[config.mk]
export PLATFORM = sky130hd
export DESIGN_NAME = ser_8b_tx
export DESIGN_NICKNAME = d
export VERILOG_FILES = /design/src/rtl/pcie_phy_pkg.sv /design/src/rtl/ser_8b_tx_piso_shift8.sv /design/src/rtl/ser_8b_tx.sv
export SDC_FILE = /design/constraint.sdc
export NUM_CORES = 1
export LEC_CHECK = 0
export CORE_AREA = 2 2 39 41
export CTS_CLUSTER_SIZE = 30
export DETAILED_ROUTE_END_ITERATION = 7
export DIE_AREA = 0 0 41 43
export PLACE_DENSITY = 0.85
export SETUP_SLACK_MARGIN = 0.05
export SYNTH_ARGS = -nofsm -noshare
export SYNTH_HDL_FRONTEND = slang
export SYNTH_SLANG_ARGS = --single-unit
[constraint.sdc]
create_clock -name clk_32f -period 1.76 [get_ports clk_32f]
set_input_delay 0.352 -clock clk_32f [delete_from_list [all_inputs] [get_ports clk_32f]]
set_output_delay 0.352 -clock clk_32f [all_outputs]
set_load 0.05 [all_outputs]
[src/rtl/pcie_phy_pkg.sv]
// Shared PHY constants: symbol width, default COM filler and TX FSM state encoding.
package pcie_phy_pkg;

  localparam int SYM_W = 8;
  localparam logic [SYM_W-1:0] COM_SYMBOL_DEFAULT = 8'hBC;

  localparam logic ST_SYNC   = 1'b0;
  localparam logic ST_ACTIVE = 1'b1;

  typedef enum logic {
    S_SYNC   = ST_SYNC,
    S_ACTIVE = ST_ACTIVE
  } state_t;

endpackage

[src/rtl/ser_8b_tx_piso_shift8.sv]
// 8-bit load/shift PISO; the first-sent bit goes straight to dout on load.
module piso_shift8
  import pcie_phy_pkg::*;
#(
  parameter bit MSB_FIRST = 1'b1
) (
  input  logic             clk_32f,
  input  logic             reset,
  input  logic             load,
  input  logic [SYM_W-1:0] din,
  output logic             dout
);

  logic [SYM_W-2:0] r_sreg;

  generate
    if (MSB_FIRST) begin : g_msb
      always_ff @(posedge clk_32f) begin
        if (reset) begin
          dout   <= 1'b0;
          r_sreg <= '0;
        end else if (load) begin
          dout   <= din[SYM_W-1];
          r_sreg <= din[SYM_W-2:0];
        end else begin
          dout   <= r_sreg[SYM_W-2];
          r_sreg <= {r_sreg[SYM_W-3:0], 1'b0};
        end
      end
    end else begin : g_lsb
      always_ff @(posedge clk_32f) begin
        if (reset) begin
          dout   <= 1'b0;
          r_sreg <= '0;
        end else if (load) begin
          dout   <= din[0];
          r_sreg <= din[SYM_W-1:1];
        end else begin
          dout   <= r_sreg[0];
          r_sreg <= {1'b0, r_sreg[SYM_W-2:1]};
        end
      end
    end
  endgenerate

endmodule

[src/rtl/ser_8b_tx.sv]
// TX parallel-to-serial stage: COM preamble after reset, then data bytes or COM filler,
// one symbol per 8 clk_32f cycles.
module ser_8b_tx
  import pcie_phy_pkg::*;
#(
  parameter logic [SYM_W-1:0] COM_SYMBOL   = COM_SYMBOL_DEFAULT,
  parameter int               SYNC_SYMBOLS = 4,
  parameter bit               MSB_FIRST    = 1'b1
) (
  input  logic             clk_32f,
  input  logic             reset,
  input  logic [SYM_W-1:0] data_32_8,
  input  logic             valid_32_8,
  output logic             data_serial,
  output logic             valid_serial,
  output logic             sym_start,
  output logic             sync_done
);

  // sync_cnt only has to reach SYNC_SYMBOLS-1; the last preamble load moves to ACTIVE.
  localparam int SC_W = (SYNC_SYMBOLS > 1) ? $clog2(SYNC_SYMBOLS) : 1;
  localparam logic [SC_W-1:0] SC_LAST = SC_W'(SYNC_SYMBOLS - 1);

  logic [2:0]       r_bit_cnt;
  logic [SC_W-1:0]  r_sync_cnt;
  state_t           r_state;
  state_t           w_state_nxt;
  logic             w_load;
  logic             w_sync_last;
  logic [SYM_W-1:0] w_sym;
  logic             w_sym_valid;

  assign w_load      = (r_bit_cnt == 3'd0);
  assign w_sync_last = (r_sync_cnt == SC_LAST);

  always_ff @(posedge clk_32f) begin
    if (reset) r_bit_cnt <= 3'd0;
    else       r_bit_cnt <= r_bit_cnt + 3'd1;
  end

  always_ff @(posedge clk_32f) begin
    if (reset) r_state <= S_SYNC;
    else       r_state <= w_state_nxt;
  end

  always_comb begin
    w_state_nxt = r_state;
    w_sym       = COM_SYMBOL;
    w_sym_valid = 1'b0;
    case (r_state)
      S_SYNC: begin
        if (w_load && w_sync_last) w_state_nxt = S_ACTIVE;
      end
      S_ACTIVE: begin
        if (valid_32_8) begin
          w_sym       = data_32_8;
          w_sym_valid = 1'b1;
        end
      end
      default: w_state_nxt = S_SYNC;
    endcase
  end

  always_ff @(posedge clk_32f) begin
    if (reset) begin
      r_sync_cnt <= '0;
    end else if (w_load && (r_state == S_SYNC) && !w_sync_last) begin
      r_sync_cnt <= r_sync_cnt + SC_W'(1);
    end
  end

  always_ff @(posedge clk_32f) begin
    if (reset) begin
      valid_serial <= 1'b0;
      sym_start    <= 1'b0;
      sync_done    <= 1'b0;
    end else begin
      sym_start <= w_load;
      if (w_load) begin
        valid_serial <= w_sym_valid;
        if (r_state == S_ACTIVE) sync_done <= 1'b1;
      end
    end
  end

  piso_shift8 #(
    .MSB_FIRST (MSB_FIRST)
  ) u_piso (
    .clk_32f (clk_32f),
    .reset   (reset),
    .load    (w_load),
    .din     (w_sym),
    .dout    (data_serial)
  );

endmodule
# After elaboration in Yosys (flattened, before gate mapping)
# Index checks and enable logic that the tools add are counted.
# totals
register_bits	17
elab_cells	30
out_inout_bits	4
inputBits	11
# classes
n_reduce_logical	7
bitwise	3
eq_ne	1
mux	8
n_addsub	2
# op_table
op	n
two-way mux 8 bit	2
two-way mux 7 bit	1
two-way mux 1 bit	5
OR reduction 4 bit	1
adder 3 x 1 -> 3 bit, second input constant	1
logical AND 1 bit	3
logical NOT 3 bit	1
inverter 1 bit	3
adder 2 x 1 -> 2 bit, second input constant	1
== test 2 bit, second input constant	1
AND reduction 2 bit	1
logical NOT 1 bit	1

# Longest topological paths before layout
# depth
word_depth	4
depth_mapped	6
ltp_nobuf	5

# Modules after synthesis
# From an unflattened synthesis, not the netlist that was laid out.
# hier_totals
cells_unflattened	67
hier_area_um2	690.7
# by_module_without_submodules
module	cells_per_inst	area_per_inst_um2	seq_area_each_um2	n_inst
ser_8b_tx	42	407.9	180.2	1
piso_shift8	25	282.8	160.2	1

# Least setup slack after synthesis
# No wires, ideal clock.
# synth_path
path_type	register to register
startpoint	reg r_bit_cnt[0]
endpoint	reg u_piso.dout
arrival_ns	1.046
slack_ns	0.586
path_buffers	1
setup_time_ns	0.128
required_time_ns	1.632
stages_incl_launch_ff	7
period_less_slack_ns	1.174
cell_sequence	dfxtp_1 > inv_1 > ha_1 > nor2b_1 > buf_2 > o22ai_1 > nor2_1
# synth_between
elab_chain_len	2
# synth_rtl
item	line	source
start: declaration	ser_8b_tx.sv:24	logic [2:0] r_bit_cnt;
start signal: assignment	ser_8b_tx.sv:38	else r_bit_cnt <= r_bit_cnt + 3'd1;
logical NOT 3 bit	ser_8b_tx.sv:33	assign w_load = (r_bit_cnt == 3'd0);
two-way mux 1 bit	ser_8b_tx_piso_shift8.sv:22	end else if (load) begin
end signal: assignment	ser_8b_tx_piso_shift8.sv:23	dout <= din[SYM_W-1];
end signal: assignment	ser_8b_tx_piso_shift8.sv:26	dout <= r_sreg[SYM_W-2];
end: declaration	ser_8b_tx_piso_shift8.sv:11	output logic dout
# No other way between the ends.
# A chain may end at the register's enable or synchronous reset.

# Final worst setup path
# layout_path
startpoint	reg r_bit_cnt[0]
endpoint	reg u_piso.r_sreg[5]
# layout_between
elab_chain_len	2
# layout_rtl
item	line	source
logical NOT 3 bit	ser_8b_tx.sv:33	
two-way mux 7 bit	ser_8b_tx_piso_shift8.sv:22	
end signal: assignment	ser_8b_tx_piso_shift8.sv:24	r_sreg <= din[SYM_W-2:0];
end signal: assignment	ser_8b_tx_piso_shift8.sv:27	r_sreg <= {r_sreg[SYM_W-3:0], 1'b0};
end: declaration	ser_8b_tx_piso_shift8.sv:14	logic [SYM_W-2:0] r_sreg;
# No other way between the ends.

==> run summary <==
The run finished with clean final reports. The routed layout has 494 vias. Synthesis inferred 17 register bits. The initial standard-cell utilization of the core is 43.9%. The fraction of final layout cells with drive strength greater than 1 came out at 13.9%. Routability-driven placement finished with a final weighted congestion of 0.734.

The max-slew violation count came out at 0. In this run the post-CTS setup repair buffer count came out at 0. The worst slew slack as a fraction of its limit is 81.4%.

The total number of yosys warnings came out at 0. The number of gates resized after CTS was 0. After filler insertion, the fill cell instance count of the layout stands at 130.

The number of antenna violations at the first check in global routing was 0. The half-perimeter wire length after detailed placement is 887 um. The portion of netlist area occupied by mux cells came out at 1.65%. The latest clock arrival within the worst-skew pair is 0.28 ns. The fraction of the yosys area taken by sequential cells is 56.1%.

The leakage dissipation came out at 0.000332 uW. The worst-case vdd ir drop came out at 0.522 mV. Setup repair after global routing left no endpoint under its margin. The gate count after technology mapping is 60. STA classifies the critical path endpoint as a flop.

The design draws 798 uW. The power density over the cells is 1000 nW/um2. CTS built an H-tree with a depth of 1. The post-detailed-routing wire length came out at 1160 um. In this run, distinct cell masters in the synthesized netlist total 17. The critical path in this run is classified as flop to flop.

No sink is reached through more buffers than the 2 on the longest clock path. The worst hold path belongs to the class flop to flop. The first-pass GRT wire length is 1790 um. In this run the worst path has a maximum fanout of 9.

The number of port buffers came out at 14. The violation count after the first detailed-routing iteration is 15. The clock tree skew after final layout is 0.00568 ns. The largest net degree at the start of global routing came out at 10.

The number of clock sinks is 17. The worst hold slack is 0.447 ns. The number of buffers created by CTS came out at 3. The number of buffers inserted for hold repair after clock tree synthesis is 0. The area of the placeable core is 1380 um2. The final setup TNS came out at 0 ns.

The portion of the clock cycle consumed by the worst path in the final layout came out at 73.1%. The adder-cell share of the synthesized area came out at 6.19%. The detail route stage leaves a number of antenna-violating nets equal to 0. The root buffer cell chosen for the clock tree is sky130_fd_sc_hd__clkbuf_4. The count of non-filler cells in the finished layout is 95. The floorplan die width came out at 41 um.

The growth of design area from synthesis to finish is 31.3%. The synthesized area per cell came out at 10.1 um2. STA classifies the critical path startpoint as a flop. The total congestion overflow came out at 0. The die covers 1760 um2. The share of the synthesized area in compound gates (AO/OA/AOI/OAI) came out at 9.28%. After synthesis, the largest family of logic cells by area is simple AND/OR/NAND/NOR gates. The data required time at the worst endpoint is 1.94 ns.

The synthesized netlist occupies a cell area of 607 um2. Before antenna repair, the detailed router went through 4 iterations. The measured slew at the worst slew-check pin is 0.279 ns.

TritonCTS built the clock tree. The count of inserted antenna diode cells came out at 0. The clock transition time at the flip-flop clock pins of the worst setup and hold paths came out at 0.09 ns.

The DRC violation count after routing came out at 0. The post-placement cell count is 91. The number of setup violations in the final report is 0. The number of placement rows is 14.

The XOR/XNOR share of the synthesized area came out at 2.89%. The share of synthesized cell area in and, or, nand and nor gates is 21.2%. The via count of the first global-routing pass is 461. Dividing the detail-routed wire length by the instance count gives 12.2 um. The number of vias per cell after detailed routing came out at 5.20.

The die height is 43 um. Global routing used 15.2% of the available tracks. After layout, the minimum clock period comes to 1.29 ns. The count of final hold-check violations came out at 0.

The arrival time at the worst endpoint came out at 1.47 ns. Max-cap violations in this run came to 0. The most common library cell in the layout ignoring fill and taps is sky130_fd_sc_hd__dfxtp_1.

The top cell types in the final layout, fill and taps aside, are sky130_fd_sc_hd__dfxtp_1, sky130_fd_sc_hd__nor2_1, sky130_fd_sc_hd__clkdlybuf4s50_1, sky130_fd_sc_hd__buf_4. The maximum frequency from static timing analysis is 0.777 GHz. The number of nets at the end of the flow came out at 94. The synthesized net count is 74. The I/O pin count came out at 15.
final cells by class:
cell class / count / area, um2 / area share, %
flip-flops and latches: 17 / 340 / 42.7
multi-input cells: 39 / 250 / 31.4
repair buffers: 17 / 153 / 19.2
clock buffers: 4 / 26.3 / 3.30
well taps: 16 / 20.0 / 2.51
inverters: 2 / 7.51 / 0.942
report_power, final:
part           switching, uW  leakage [uW]  internal, uW
logic                   80.6      0.000177          82.6
registers               20.0      0.000140           420
clock network            107     0.0000150          87.9
total                    208      0.000332           590
synthesized netlist by cell type, drive strengths merged:
library cell | count | area, um2
clkbuf | 1 | 3.75
nand2b | 1 | 6.26
nor2b | 2 | 12.5
mux2i | 1 | 10.0
buf | 1 | 5.00
nor4b | 1 | 23.8
nand4 | 2 | 12.5
dfxtp | 17 | 340
ha | 3 | 37.5
nand4b | 1 | 8.76
and4 | 1 | 8.76
xnor2 | 2 | 17.5
inv | 2 | 7.51
a21oi | 5 | 25.0
o22ai | 5 | 31.3
nor2 | 12 | 45.0
nand2 | 3 | 11.3
flip-flops by register name, summed over array words and instances (netlist names):
register	cells
r_sync_cnt	2
valid_serial	1
sync_done	1
u_piso.r_sreg	7
sym_start	1
u_piso.dout	1
r_bit_cnt	3
r_state	1
layer usage:
metal	up-vias	track usage [%]	wire length [um]	share of wire, %
met2	15	23.4	574	50
met4	0	10.0	10	0.87
met5	-	0	0	0
met3	2	3.14	58	5.0
met1	229	17.8	512	44
li1	248	-	-	-
path summary, 6_finish.rpt:
check | from | slack [ns] | end | cells past startpoint
setup reg to reg | r_bit_cnt[0]$_SDFF_PP0_ | 0.47 | u_piso.r_sreg[5]$_SDFF_PP0_ | 6
hold reg to reg | u_piso.r_sreg[0]$_SDFF_PP0_ | 0.45 | u_piso.r_sreg[1]$_SDFF_PP0_ | 2
setup / recovery | r_bit_cnt[0]$_SDFF_PP0_ | 0.47 | u_piso.r_sreg[5]$_SDFF_PP0_ | 6
hold / removal | u_piso.r_sreg[0]$_SDFF_PP0_ | 0.45 | u_piso.r_sreg[1]$_SDFF_PP0_ | 2
kinds of logic (layout without fill, tap and decap cells):
kind of cell               Yosys count  count (layout)
and+or+nand+nor                     23              23
DFF                                 17              17
AOI/OAI and AO/OA                   10              10
buffers and inverters                4              23
adders and majority gates            3               3
xor gates and xnor gates             2               2
muxes                                1               1
metrics by stage:
| step | util, % | area, um2 | setup slack, ns |
|---|---|---|---|
| finish | 57.6 | 797 | 0.473 |
| global route | 57.6 | 797 | 0.403 |
| CTS | 57.6 | 797 | 0.478 |
| detailed placement | 55.7 | 771 | 0.265 |
| global placement | 55.7 | 771 | 0.276 |
| floorplan | - | 607 | 0.586 |
critical path, cell delays in order (launching register included):
cell and delay (ns):
sky130_fd_sc_hd__dfxtp_1 0.36, sky130_fd_sc_hd__inv_1 0.05, sky130_fd_sc_hd__ha_1 0.24, sky130_fd_sc_hd__nor2b_1 0.14
sky130_fd_sc_hd__buf_4 0.17, sky130_fd_sc_hd__o22ai_1 0.17, sky130_fd_sc_hd__nor2_1 0.05
(Power assumes the default switching activity.)
